[src/rtl/dircc_avalon_st_pkg.sv]
// -----------------------------------------------------------------------------
// dircc_avalon_st_pkg
// Shared definitions for the DiRCC Avalon-ST packet source: register map
// addresses, CTRL register bit positions and the transmit FSM state encoding.
// -----------------------------------------------------------------------------
package dircc_avalon_st_pkg;

  // Avalon-MM register addresses
  localparam logic [1:0] ADDR_CTRL   = 2'd0;
  localparam logic [1:0] ADDR_LEN    = 2'd1;
  localparam logic [1:0] ADDR_SEED   = 2'd2;
  localparam logic [1:0] ADDR_PKTCNT = 2'd3;

  // CTRL bit positions (START on write and BUSY on read share bit 0)
  localparam int CTRL_START = 0;
  localparam int CTRL_BUSY  = 0;
  localparam int CTRL_CONT  = 1;
  localparam int CTRL_DONE  = 15;

  typedef enum logic {
    ST_IDLE = 1'b0,
    ST_SEND = 1'b1
  } state_t;

endpackage

[src/rtl/dircc_avalon_st_pkt_framer.sv]
// -----------------------------------------------------------------------------
// dircc_avalon_st_pkt_framer
// Beat counter and sop/eop/empty framing for a packet of `len` bytes carried on
// a BYTES-wide stream. The counter advances on every accepted beat and wraps
// to zero after the eop beat, so it is ready for the next packet immediately.
//
// Ports:
//   clk, reset_n  clock, asynchronous active-low reset
//   len           packet length in bytes (held stable while a packet is sent)
//   xfer          one-cycle pulse per accepted beat (valid && ready)
//   beat          index of the beat currently presented
//   sop, eop      first / last beat of the packet
//   empty         unused bytes on the eop beat, 0 on all other beats
// -----------------------------------------------------------------------------
module dircc_avalon_st_pkt_framer #(
  parameter int BYTES = 4
) (
  input  logic        clk,
  input  logic        reset_n,
  input  logic [15:0] len,
  input  logic        xfer,
  output logic [15:0] beat,
  output logic        sop,
  output logic        eop,
  output logic [1:0]  empty
);

  localparam int         SHIFT  = $clog2(BYTES);
  localparam logic [1:0] MASK   = 2'(BYTES - 1);
  localparam logic [1:0] BYTES2 = 2'(BYTES);

  logic [16:0] beats;
  logic [15:0] last_beat;
  logic [15:0] beat_q;

  // ceil(len / BYTES) computed one bit wider so len = 0xFFFF cannot overflow
  assign beats     = (17'(len) + 17'(BYTES - 1)) >> SHIFT;
  assign last_beat = 16'(beats - 17'd1);

  assign beat  = beat_q;
  assign sop   = (beat_q == 16'd0);
  assign eop   = (beat_q == last_beat);
  // (BYTES - len mod BYTES) mod BYTES == BEATS*BYTES - len
  assign empty = eop ? ((BYTES2 - (len[1:0] & MASK)) & MASK) : 2'd0;

  // NOTE: state registers use non-blocking assignments so every flop samples
  // the pre-edge values regardless of process evaluation order.
  always_ff @(posedge clk or negedge reset_n) begin
    if (!reset_n) begin
      beat_q <= '0;
    end else if (xfer) begin
      beat_q <= eop ? 16'd0 : beat_q + 16'd1;
    end
  end

endmodule

[src/rtl/dircc_avalon_st_packet_source.sv]
// -----------------------------------------------------------------------------
// dircc_avalon_st_packet_source
// Avalon-ST test-packet generator controlled through a 16-bit Avalon-MM slave.
// Each packet is LEN bytes long; beat k carries SEED + k. With CONT set the
// source streams back-to-back packets without a valid gap.
//
// Ports:
//   clk, reset_n                 clock, asynchronous active-low reset
//   data, empty, startofpacket,
//   endofpacket, valid, ready    Avalon-ST source (readyLatency 0)
//   address, writedata, write_n,
//   readdata, read_n             Avalon-MM slave, 1-cycle read latency
// -----------------------------------------------------------------------------
module dircc_avalon_st_packet_source
  import dircc_avalon_st_pkg::*;
#(
  parameter int DATA_WIDTH = 32
) (
  input  logic                  clk,
  input  logic                  reset_n,
  output logic [DATA_WIDTH-1:0] data,
  output logic [1:0]            empty,
  output logic                  endofpacket,
  output logic                  startofpacket,
  output logic                  valid,
  input  logic                  ready,
  input  logic [1:0]            address,
  input  logic [15:0]           writedata,
  input  logic                  write_n,
  output logic [15:0]           readdata,
  input  logic                  read_n
);

  localparam int BYTES = DATA_WIDTH / 8;

  state_t      state_q, state_d;
  logic [15:0] len_q, seed_q, pktcnt_q;
  logic        cont_q, done_q;
  logic [15:0] readdata_q, rd_mux;

  logic        busy, xfer, eop_xfer, start_req, zero_start;
  logic        wr_ctrl, wr_len, wr_seed, wr_pktcnt;
  logic [15:0] f_beat;
  logic        f_sop, f_eop;
  logic [1:0]  f_empty;

  assign busy      = (state_q == ST_SEND);
  assign wr_ctrl   = !write_n && (address == ADDR_CTRL);
  assign wr_len    = !write_n && (address == ADDR_LEN)  && !busy;
  assign wr_seed   = !write_n && (address == ADDR_SEED) && !busy;
  assign wr_pktcnt = !write_n && (address == ADDR_PKTCNT);

  // START is only honoured from IDLE; a zero-length START completes at once.
  assign start_req  = wr_ctrl && writedata[CTRL_START] && !busy;
  assign zero_start = start_req && (len_q == 16'd0);

  assign xfer     = busy && ready;
  assign eop_xfer = xfer && f_eop;

  dircc_avalon_st_pkt_framer #(
    .BYTES (BYTES)
  ) u_framer (
    .clk     (clk),
    .reset_n (reset_n),
    .len     (len_q),
    .xfer    (xfer),
    .beat    (f_beat),
    .sop     (f_sop),
    .eop     (f_eop),
    .empty   (f_empty)
  );

  // --- FSM: state register ---------------------------------------------------
  always_ff @(posedge clk or negedge reset_n) begin
    if (!reset_n) begin
      state_q <= ST_IDLE;
    end else begin
      state_q <= state_d;
    end
  end

  // --- FSM: next state -------------------------------------------------------
  // NOTE: every combinational output gets a default first so no path through
  // the block leaves it unassigned, which would infer a latch.
  always_comb begin
    state_d = state_q;
    unique case (state_q)
      ST_IDLE: if (start_req && !zero_start) state_d = ST_SEND;
      // CONT is sampled as stored at the eop transfer
      ST_SEND: if (eop_xfer && !cont_q)      state_d = ST_IDLE;
      default:                               state_d = ST_IDLE;
    endcase
  end

  // --- FSM: outputs ----------------------------------------------------------
  // Stream outputs depend only on registered state, so they are stable while
  // the sink stalls.
  always_comb begin
    valid         = 1'b0;
    startofpacket = 1'b0;
    endofpacket   = 1'b0;
    empty         = 2'd0;
    data          = '0;
    if (state_q == ST_SEND) begin
      valid         = 1'b1;
      startofpacket = f_sop;
      endofpacket   = f_eop;
      empty         = f_empty;
      data          = DATA_WIDTH'(seed_q) + DATA_WIDTH'(f_beat);
    end
  end

  // --- Register file ---------------------------------------------------------
  always_ff @(posedge clk or negedge reset_n) begin
    if (!reset_n) begin
      len_q    <= '0;
      seed_q   <= '0;
      pktcnt_q <= '0;
      cont_q   <= 1'b0;
      done_q   <= 1'b0;
    end else begin
      if (wr_len)  len_q  <= writedata;
      if (wr_seed) seed_q <= writedata;
      if (wr_ctrl) cont_q <= writedata[CTRL_CONT];

      // completion set beats a simultaneous host clear
      if (eop_xfer || zero_start) begin
        done_q <= 1'b1;
      end else if (wr_ctrl && writedata[CTRL_DONE]) begin
        done_q <= 1'b0;
      end

      // a clear coinciding with a completion counts that completion
      if (eop_xfer) begin
        pktcnt_q <= wr_pktcnt ? 16'd1 : pktcnt_q + 16'd1;
      end else if (wr_pktcnt) begin
        pktcnt_q <= 16'd0;
      end
    end
  end

  // --- Read path -------------------------------------------------------------
  always_comb begin
    rd_mux = '0;
    unique case (address)
      ADDR_CTRL: begin
        rd_mux[CTRL_BUSY] = busy;
        rd_mux[CTRL_CONT] = cont_q;
        rd_mux[CTRL_DONE] = done_q;
      end
      ADDR_LEN:    rd_mux = len_q;
      ADDR_SEED:   rd_mux = seed_q;
      ADDR_PKTCNT: rd_mux = pktcnt_q;
      default:     rd_mux = '0;
    endcase
  end

  always_ff @(posedge clk or negedge reset_n) begin
    if (!reset_n) begin
      readdata_q <= '0;
    end else if (!read_n) begin
      readdata_q <= rd_mux;
    end
  end

  assign readdata = readdata_q;

endmodule

[config.mk]
export PLATFORM = sky130hd
export DESIGN_NAME = dircc_avalon_st_packet_source
export DESIGN_NICKNAME = d
export VERILOG_FILES = /design/src/rtl/dircc_avalon_st_pkg.sv /design/src/rtl/dircc_avalon_st_pkt_framer.sv /design/src/rtl/dircc_avalon_st_packet_source.sv
export SDC_FILE = /design/constraint.sdc
export NUM_CORES = 1
export LEC_CHECK = 0
export CORE_MARGIN = 4
export CORE_UTILIZATION = 47
export CTS_CLUSTER_DIAMETER = 200
export DETAILED_ROUTE_END_ITERATION = 8
export GPL_TIMING_DRIVEN = 0
export PLACE_DENSITY = 0.76
export SLEW_MARGIN = 10
export SYNTH_ARGS = -nofsm -noshare
export SYNTH_HDL_FRONTEND = slang
export SYNTH_HIERARCHICAL = 1
export SYNTH_SLANG_ARGS = --single-unit
[constraint.sdc]
create_clock -name clk -period 5.2 [get_ports clk]
set_input_delay 1.04 -clock clk [delete_from_list [all_inputs] [get_ports clk]]
set_output_delay 1.04 -clock clk [all_outputs]
set_load 0.05 [all_outputs]
==> results of run 1 <==
==> through the flow <==
step                      area [µm²]  setup WS (ns)  cells  total power (W)
final                           7550          0.246    921          0.00462
after global routing            7550        -0.0138    921          0.00491
after CTS                       7520         0.0651    921          0.00458
after detailed placement        7210         -0.522    905          0.00390
after global placement          7180         -0.383    904          0.00385
after floorplan                 6370          0.835    669          0.00312
==> layer usage <==
| metal | vias to the layer above | global-route usage (%) |
|---|---|---|
| met5 | - | 0 |
| met4 | 0 | 9.24 |
| met3 | 37 | 3.50 |
| met2 | 185 | 36.2 |
| met1 | 2654 | 32.8 |
| li1 | 2510 | - |
==> worst max path at each step <==
stage | start | to | slack (ns) | depth (start not counted)
3_3_place_gp | len_q[1] | empty[0] | -0.38 | 16
2_1_floorplan | len_q[1] | empty[0] | 0.84 | 15
4_1_cts | len_q[0] | empty[0] | 0.07 | 17
6_report | len_q[0] | empty[1] | 0.25 | 17
5_1_grt | len_q[0] | empty[0] | -0.01 | 17
3_5_place_dp | len_q[1] | empty[0] | -0.52 | 16
==> power groups by stage <==
stage	Sequential [W]	Combinational (W)	Clock, W
global placement	0.00112	0.00272	0
detailed placement	0.00112	0.00278	0
finish	0.00113	0.00284	0.000653
floorplan	0.00112	0.00200	0
CTS	0.00112	0.00281	0.000656
global route	0.00115	0.00307	0.000688
==> cell usage in the layout, fill, tap and decap left out, types with 8 or more instances in the layout <==
cell type	netlist	routed
nand3_1	20	20
xnor2_1	34	34
a21oi_1	27	27
inv_1	14	14
clkbuf_16	0	9
nor2_1	37	37
buf_4	22	24
conb_1	1	15
clkdlybuf4s50_1	0	55
o21ai_0	30	30
nand2_1	56	56
xor2_1	32	31
nand2b_1	11	11
and2_1	9	9
dfrtp_1	83	81
a22oi_1	14	14
clkbuf_1	12	13
and3_1	12	11
nor3_1	20	19
mux2_2	50	50
ha_1	21	20
nor2_2	9	9
mux2i_1	8	8
==> state kept, by name, summed over array words and instances, names as in the netlist <==
signal         flops
u_framer/beat     16
busy               1
len_q             16
pktcnt_q          16
seed_q            16
cont_q             1
readdata          16
done_q             1
==> area by class of cell <==
cell class / instances / share of cell area [%]
Inverter: 15 / 0.746
Buffer: 50 / 4.71
Clock buffer: 10 / 3.03
Timing Repair Buffer: 60 / 8.07
Multi-Input combinational cell: 521 / 52.0
Clock inverter: 6 / 0.978
Sequential cell: 83 / 27.6
Tap cell: 176 / 2.92
==> cell usage after synthesis (14+ instances only) <==
cell type,n
nor3_1,20
mux2_2,50
buf_4,22
o21ai_0,30
nand3_1,20
nor2_1,37
xnor2_1,34
a22oi_1,14
xor2_1,32
ha_1,21
nand2_1,56
a21oi_1,27
inv_1,14
dfrtp_1,83
==> cell families after synthesis <==
family	count (synthesis)	synth area share [%]
other	1	0.0593
buffers and inverters	65	6.51
and+or+nand+nor	235	21.6
DFF	83	32.9
AOI/OAI and AO/OA	120	13.3
xor gates and xnor gates	68	9.94
muxes	61	11.2
adders and majority gates	22	4.47
==> timing repair <==
item	CTS	global route
gates cloned	0	0
gates resized for setup	23	5
setup buffers	0	0
setup endpoints to repair	3	3
pin swaps	1	3
==> critical path, stage by stage (launching register included) <==
cell and delay [ns]:
dfrtp_2 0.46, buf_6 0.16, inv_1 0.06, ha_1 0.18, clkbuf_8 0.18, xor2_2 0.20, ha_2 0.24, xor2_1 0.19
xnor3_1 0.26, nor3_2 0.16, nand2b_1 0.09, o32ai_2 0.26, nand4b_1 0.23, nor4_2 0.20, and3_4 0.28, and2_1 0.13
and2_1 0.12, buf_4 0.19
==> run_results.csv, run 1 <==
group,metric,value,unit
sta,finalHoldViolCount,0,
drt,route.detailed.drc,0,
setup_path,worstPathArrival,3.91,ns
clock_tree,root_buffer,"clkbuf_16",
outcome,outcome,"complete, no violations",
setup_path,crit_type,"flop to output port",
place,gp_congestion,0.885,
place,dpl.hpwl,13500,µm
layout,final-seq-area,2080,µm²
setup_path,r2r-start,"len_q[0]",
yosys,synth_cell_type_count,84,
clock_tree,cts_max_level,3,
yosys,yosysTopAreaCell,"dfrtp_1",
drt,drtPass1Iterations,6,
sta,fmax,202,MHz
drt,via_per_inst,5.85,
clock_tree,cts_tree,"yes",
pwr,p_comb_share,61.5,%
min_path,hold_end,"readdata[8]",
sta,min_period_over_period,95.3,%
pwr,power_frac_clock,14.1,%
pwr,power.density,612,nW/µm²
yosys,ys_ff_latch,83,
drt,wl_met3,1040,µm
setup_path,ff2ff_setup_slack,0.92,ns
setup_path,startpoint_type,"flop",
yosys,yosys_warnings,6,
layout,layout-drive-gt1-share,21.2,%
pwr,leakagePower,3.17,nW
die,fp.dieH,124,µm
layout,fillerInstances,1122,
die,rows,42,
clock_tree,clkSinkCount,83,
die,dieWidth,124,µm
pwr,ir_drop,0.000452,V
drt,vias,5386,
die,dieArea,15400,µm²
sta,tns,0,ns
sta,fin_crit,4.95,ns
pwr,p_int,0.00234,W
layout,nets,785,
sta,setup_violations,0,
yosys,synth-async-reset-ratio,100,%
sta,tightest_slew,0.911,ns
setup_path,worstRegToRegCells,19,
drt,wl_met1,7810,µm
min_path,hold_path_class,"flop to flop",
clock_tree,clk_pin_slew,0.07,ns
yosys,syn-cell-area,6320,µm²
drt,drtAntennaViolNets,0,
global_routing,antenna_found_initial,0,
global_routing,globalRouteOverflowTotal,0,
sta,whs,0.496,ns
layout,syn2layout_area_growth,19.4,%
pwr,sw_frac_of_total,49.3,%
global_routing,grt.total_usage,23.3,%
layout,final_util,57.2,%
drt,drt-total-wl,17400,µm
pwr,power_switching,0.00228,W
die,coreArea,13200,µm²
layout,antenna_cells,0,
layout,multi_input_area,3920,µm²
clock_tree,clockBufferDepth,2,
drt,wl_per_cell,18.9,µm
drt,detail_route.iter0.violations,687,
place,portBuffers,59,
clock_tree,insertion_delay,0.34,ns
yosys,netlist_instances,655,
setup_path,cp.required,4.16,ns
pwr,seqPwrFrac,24.4,%
min_path,hold_start,"readdata[8]",
global_routing,grt_pass1_vias,5188,
sta,slew_violations,0,
yosys,synth_top_area_share,32.9,%
yosys,synth_flop_cell,"dfrtp_1",
die,initial_core_util,47.9,%
yosys,synth_seq_area_share,32.9,%
min_path,holdPathStages,2,
global_routing,grt_pass1_wl,27600,µm
setup_path,r2r_end,"pktcnt_q[7]",
clock_tree,ctsHoldBuffers,0,
drt,wl_met2,7970,µm
die,io_pins,76,
sta,relSlewSlack,38.8,%
yosys,synth_edf_count,0,
setup_path,path_max_fanout,10,
yosys,synth.area.top_cells,"dfrtp_1 33%, mux2_2 8.9%, xnor2_1 4.7%, xor2_1 4.4%, ha_1 4.2%",
drt,top_layer_used,"met4",
setup_path,critical_path.endpoint_type,"output port",
sta,finalClockSkew,0.00862,ns
run,drv_cap,0,
global_routing,grt_max_degree,54,
clock_tree,numCtsBuffers,9,
yosys,syn_area_per_cell,9.65,µm²
No activity file was read; power rests on OpenSTA's default activity.
==> run 2, diff against run 1 <==
- ABC_AREA: default -> 1
- CTS_BUF_LIST: default -> sky130_fd_sc_hd__clkbuf_16
- SYNTH_HIERARCHICAL: 1 -> default
==> run_results.csv, run 2 <==
group,metric,value,unit
setup_path,cp_slowest_cell,"dlymetal6s2s_1",
yosys,ys_ff_latch,83,
setup_path,r2r-start,"len_q[0]",
clock_tree,numCtsBuffers,9,
setup_path,path_buf_inv,3,
drt,vias,6010,
sta,setup_violations,0,
place,dpl.hpwl,14000,µm
place,portBuffers,60,
yosys,synth_edf_count,0,
yosys,synth-async-reset-ratio,100,%
pwr,leakagePower,3.55,nW
clock_tree,cts_max_level,3,
setup_path,worstPathArrival,3.75,ns
setup_path,crit_type,"flop to output port",
layout,layout-drive-gt1-share,7.87,%
sta,min_period_over_period,92.2,%
global_routing,globalRouteOverflowTotal,0,
pwr,ir_drop,0.000384,V
yosys,syn-cell-area,6100,µm²
yosys,synthXorXnorAreaFrac,5.31,%
setup_path,path_max_fanout,4,
global_routing,grt_pass1_vias,5540,
min_path,hold_path_class,"flop to flop",
min_path,hold_start,"readdata[1]",
global_routing,grt_max_degree,50,
drt,wl_per_cell,15.6,µm
drt,drt-total-wl,17700,µm
drt,detail_route.iter0.violations,525,
die,initial_core_util,48.1,%
drt,drtPass1Iterations,5,
layout,syn2layout_area_growth,19.3,%
setup_path,cp.required,4.16,ns
clock_tree,clockBufferDepth,2,
yosys,synth_top_family_by_area,"simple AND/OR/NAND/NOR gates",
clock_tree,clk_pin_slew,0.06,ns
drt,route.detailed.drc,0,
layout,layout_common_cells,"222 x nand2_1, 95 x inv_1, 91 x nor2_1",
drt,via_per_inst,5.28,
setup_path,cpPeakStageDelay,0.44,ns
sta,tns,0,ns
die,rows,41,
yosys,netlist_instances,875,
yosys,yosys_warnings,0,
yosys,yosysTopAreaCell,"dfrtp_1",
sta,tightest_slew,0.712,ns
setup_path,startpoint,"len_q[0]",
run,drv_cap,0,
clock_tree,cts_tree,"yes",
outcome,outcome,"complete, no violations",
sta,slew_violations,0,
clock_tree,insertion_delay,0.35,ns
clock_tree,cts_setup_buffers,0,
yosys,synth_common_cells,"222 x nand2_1, 94 x inv_1, 91 x nor2_1",
yosys,synthMuxAreaShare,0,%
yosys,synth.area.top_cells,"dfrtp_1 34%, nand2_1 14%, nand3_1 6.7%, o21ai_0 5.8%, inv_1 5.8%",
yosys,synth_seq_area_share,34.1,%
setup_path,startpoint_type,"flop",
global_routing,antenna_found_initial,0,
die,dieArea,14900,µm²
layout,nets,1006,
die,coreArea,12700,µm²
setup_path,cp_common_cell,"nor2_1",
setup_path,crit_path_cell_trace,"inv_1, ha_1, inv_1, nand2_2, nand2_1, ha_1, nand3_1, nor2_2, nand2_2, nor2_1, xnor2_1, nand4_1, nor2_1, nand4_1, nor2_1, dlymetal6s2s_1",
die,dieWidth,122,µm
yosys,syn_area_per_cell,6.97,µm²
sta,relSlewSlack,52.1,%
sta,fin_crit,4.79,ns
yosys,synth_compound_area_share,11.0,%
place,gp_congestion,0.972,
yosys,synth_fa_ha_area_share,4.64,%
clock_tree,clkSinkCount,83,
yosys,synth_flop_cell,"dfrtp_1",
pwr,power,0.00323,W
setup_path,critical_path.endpoint_type,"output port",
pwr,power.density,443,nW/µm²
sta,fmax,209,MHz
sta,rsz0062_at_grt,"no",
yosys,synth_cell_type_count,42,
yosys,yosys.area_share.simple,35.0,%
global_routing,grt_pass1_wl,28800,µm
die,io_pins,76,
global_routing,grt.total_usage,24.8,%
yosys,yosysMostFrequentCell,"nand2_1",
die,fp.dieH,122,µm
sta,finalClockSkew,0.0116,ns
setup_path,critPathTopFamily,"simple AND/OR/NAND/NOR gates",
clock_tree,root_buffer,"clkbuf_16",
layout,final_common_cell,"nand2_1",
yosys,synth_top_area_share,34.1,%
setup_path,ff2ff_setup_slack,1.92,ns
drt,drtAntennaViolNets,0,
sta,finalHoldViolCount,0,
layout,antenna_cells,0,
==> run 2: changes by cell type after synthesis, moves of 41 or more <==
| cell | delta |
|---|---|
| nand2_1 | +166 |
| o21ai_0 | +41 |
| mux2_2 | -50 |
| nor2_1 | +54 |
| inv_1 | +80 |
| nand3_1 | +62 |
==> run 2: power breakdown <==
group	switching, W	internal, W
Clock	0.000291	0.000327
Sequential	0.000173	0.000759
Combinational	0.00112	0.000553
==> run 2: stage by stage <==
| stage | instances | utilization [%] | setup WS [ns] | instance area, µm² | hold slack [ns] |
|---|---|---|---|---|---|
| 2_1_floorplan | 889 | - | 1.30 | 6150 | 0.475 |
| 5_1_grt | 1138 | 57.4 | 0.119 | 7280 | 0.505 |
| 3_3_place_gp | 1121 | 55.0 | 0.134 | 6970 | 0.469 |
| 3_5_place_dp | 1122 | 55.2 | 0.498 | 6990 | 0.473 |
| 6_report | 1138 | 57.4 | 0.407 | 7280 | 0.483 |
| 4_1_cts | 1138 | 57.4 | 0.0725 | 7270 | 0.489 |
==> run 2: worst paths after layout <==
kind	cells after the start	endpoint
worst max-delay path	16	empty[0]
worst min-delay path	2	readdata[1]
worst max register to register	17	pktcnt_q[9]
worst min register to register	2	readdata[1]
max in group asynchronous	2	len_q[2]
min in group asynchronous	1	pktcnt_q[11]
==> run 2: repair_timing <==
action	CTS	global route
resized for setup	0	3
setup endpoints to repair	0	3
hold buffers	0	0
==> run 2: logic make-up after synthesis <==
| kind of cell | count (synthesis) |
|---|---|
| xor+xnor | 37 |
| simple gates | 471 |
| fa+ha+maj | 22 |
| flops | 83 |
| other cells | 1 |
| buf+inv | 141 |
| compound gates | 120 |
==> run 2: worst min-delay path, stage by stage, from the launching register on <==
cell     delay [ns]
dfrtp_1        0.34
nand2_1        0.05
o21ai_0        0.06
==> run 2: layout make-up <==
cell class | count | area, µm²
fillers | 1212 | 5390
clock inverters | 7 | 51.3
plain buffers | 36 | 211
inverters | 105 | 394
flip-flops and latches | 83 | 2080
well taps | 172 | 215
multi-input cells | 665 | 3470
clock buffers | 9 | 225
repair buffers | 61 | 633
==> run 2: metal layers <==
metal  track usage, %  routed length, µm  up-vias
li1                 -                  -     2997
met1             36.0               8360     2771
met2             36.7               7760      207
met3             5.20               1040       35
met4             8.54                572        0
met5                0                  0        -
==> run 3, diff against run 2 <==
- ABC_AREA: 1 -> 0
==> run_results.csv, run 3 <==
group,metric,value,unit
outcome,outcome,"complete, no violations",
clock_tree,cts_max_level,3,
setup_path,startpoint_type,"flop",
setup_path,cp_slowest_cell,"a2111o_1",
sta,finalClockSkew,0.00560,ns
clock_tree,numCtsBuffers,9,
min_path,hold_end,"readdata[0]",
setup_path,crit_path_cell_trace,"buf_6, inv_4, ha_4, nand2b_4, buf_6, nand2_2, ha_2, and2_1, mux2_2, and4_1, buf_2, a21bo_2, o211ai_1, a32oi_2, nand4_1, a2111o_1, nor3_2, buf_6",
setup_path,r2r_end,"u_framer.beat[8]",
yosys,synthXorXnorAreaFrac,6.46,%
setup_path,crit_type,"flop to output port",
yosys,netlist_instances,689,
layout,layout_common_cells,"83 x dfrtp_1, 52 x nor2_1, 51 x clkdlybuf4s50_1",
yosys,synth_top_area_share,33.3,%
pwr,power_switching,0.000676,W
pwr,leakagePower,3.41,nW
drt,vias,5743,
global_routing,antenna_found_initial,0,
yosys,synth_cell_type_count,71,
global_routing,grt_pass1_vias,5757,
layout,final-seq-area,2080,µm²
yosys,synth_flop_cell,"dfrtp_1",
clock_tree,cts_tree,"yes",
setup_path,critPathTopFamily,"compound AO/OA/AOI/OAI gates",
min_path,hold_path_class,"flop to flop",
yosys,synth_top_family_by_area,"simple AND/OR/NAND/NOR gates",
die,dieWidth,123,µm
sta,fin_crit,5.02,ns
place,placed_cells,935,
setup_path,cpPeakStageDelay,0.42,ns
sta,slew_violations,0,
layout,multi_input_area,3860,µm²
yosys,synth_seq_area_share,33.3,%
die,rows,41,
place,portBuffers,59,
yosys,synth_edf_count,0,
setup_path,path_max_fanout,10,
pwr,power.density,252,nW/µm²
run,drv_cap,0,
place,gp_congestion,0.973,
yosys,synth.area.top_cells,"dfrtp_1 33%, mux2_2 8.3%, ha_1 4.2%, xnor2_1 4.2%, mux2i_1 3.4%",
setup_path,cp_common_cell,"buf_6",
pwr,sw_frac_of_total,35.8,%
drt,drtAntennaViolNets,0,
yosys,syn-cell-area,6230,µm²
yosys,synth-async-reset-ratio,100,%
pwr,ir_drop,0.000182,V
layout,antenna_cells,0,
drt,wl_per_cell,19.5,µm
layout,nets,824,
yosys,yosys.area_share.simple,23.2,%
pwr,seqPwrFrac,38.3,%
setup_path,cp.required,4.16,ns
global_routing,grt_max_degree,43,
die,fp.dieH,123,µm
sta,relSlewSlack,39.4,%
sta,tightest_slew,0.907,ns
clock_tree,clk_pin_slew,0.06,ns
yosys,synth_fa_ha_area_share,4.54,%
yosys,synth_compound_area_share,12.8,%
yosys,ys_ff_latch,83,
yosys,syn_area_per_cell,9.05,µm²
die,initial_core_util,48.6,%
sta,min_period_over_period,96.6,%
global_routing,grt.total_usage,25.4,%
clock_tree,insertion_delay,0.34,ns
yosys,synth_common_cells,"83 x dfrtp_1, 52 x nor2_1, 50 x nand2_1",
yosys,yosysTopAreaCell,"dfrtp_1",
pwr,p_comb_share,31.5,%
drt,drtPass1Iterations,5,
setup_path,r2r-start,"len_q[2]",
min_path,hold_start,"readdata[0]",
sta,finalHoldViolCount,0,
yosys,yosys_warnings,0,
setup_path,ff2ff_setup_slack,1.19,ns
drt,via_per_inst,6.01,
setup_path,worstRegToRegCells,16,
setup_path,worstPathArrival,3.98,ns
setup_path,critical_path.endpoint_type,"output port",
yosys,synthMuxAreaShare,12.8,%
sta,whs,0.502,ns
setup_path,path_buf_inv,5,
clock_tree,clkSinkCount,83,
layout,final_common_cell,"dfrtp_1",
pwr,power_frac_clock,30.2,%
min_path,holdPathStages,1,
pwr,p_int,0.00121,W
die,dieArea,15200,µm²
layout,fillerInstances,1135,
die,coreArea,12800,µm²
layout,layout-drive-gt1-share,17.6,%
sta,tns,0,ns
drt,detail_route.iter0.violations,480,
global_routing,globalRouteOverflowTotal,0,
yosys,yosysMostFrequentCell,"dfrtp_1",
clock_tree,root_buffer,"clkbuf_16",
sta,setup_violations,0,
sta,fmax,199,MHz
drt,drt-total-wl,18600,µm
place,dpl.hpwl,14400,µm
global_routing,grt_pass1_wl,30000,µm
layout,syn2layout_area_growth,20.4,%
die,io_pins,76,
clock_tree,clockBufferDepth,2,
drt,route.detailed.drc,0,
layout,stdcell_count,956,
[run 3: changes by cell type after synthesis, sizes merged, moves of 17 or more]
cell    before  now
xnor2        7   30
inv        103   25
nor2       106   52
nand3       86   31
mux2         0   46
mux2i        0   21
nand2b       1   18
o21ai       73   21
nand2      232   50
[run 3: metal layers]
metal  global-route usage [%]  vias up  wire (µm)
met4                     9.27        0        561
met3                     3.71       41       1120
met5                        0        -          0
met1                     33.3     2776       7860
li1                         -     2660          -
met2                     42.6      266       9080
[run 3: worst max-delay path by stage]
stage / from / to / depth (start not counted)
floorplan: len_q[0] / empty[0] / 14
global placement: len_q[0] / empty[0] / 15
detailed placement: len_q[0] / empty[0] / 17
CTS: len_q[1] / empty[0] / 18
global route: len_q[1] / empty[0] / 18
finish: len_q[0] / empty[0] / 18
[run 3: final cells by class]
type	count	area share, %
tap	172	2.87
buffer	58	4.55
clock inverter	7	0.483
timing repair buffer	65	8.60
multi-input combinational	536	51.5
inverter	26	1.33
sequential	83	27.7
clock buffer	9	3.00
[run 3: through the flow]
stage | util, % | cell area [µm²] | power [W] | setup slack, ns
CTS | 58.0 | 7440 | 0.00189 | -0.0174
finish | 58.5 | 7500 | 0.00189 | 0.178
detailed placement | 55.5 | 7120 | 0.00132 | -0.563
floorplan | - | 6290 | 0.00113 | 0.0816
global placement | 55.3 | 7090 | 0.00130 | -0.413
global route | 58.5 | 7500 | 0.00197 | -0.0123
[run 3: what timing repair did]
action / CTS / global route
resized for setup: 37 / 13
hold buffers: 0 / 0
pin swaps: 3 / 5
endpoints found under the setup margin: 4 / 7
setup buffers: 1 / 3
cloned: 0 / 1
[run 3: kinds of logic (layout without fill, tap and decap cells)]
kind of cell,after synthesis,count (layout)
AOI/OAI and AO/OA,112,112
buffers and inverters,84,165
DFF,83,83
xor gates and xnor gates,46,46
muxes,70,70
and+or+nand+nor,271,271
adders and majority gates,22,22
other,1,15
[run 3: power groups by stage]
stage          combinational, W  sequential [W]  clock [W]
5_1_grt                0.000639        0.000727   0.000604
3_5_place_dp           0.000585        0.000733          0
6_report               0.000594        0.000723   0.000570
4_1_cts                0.000589        0.000722   0.000577
2_1_floorplan          0.000375        0.000753          0
3_3_place_gp           0.000573        0.000731          0
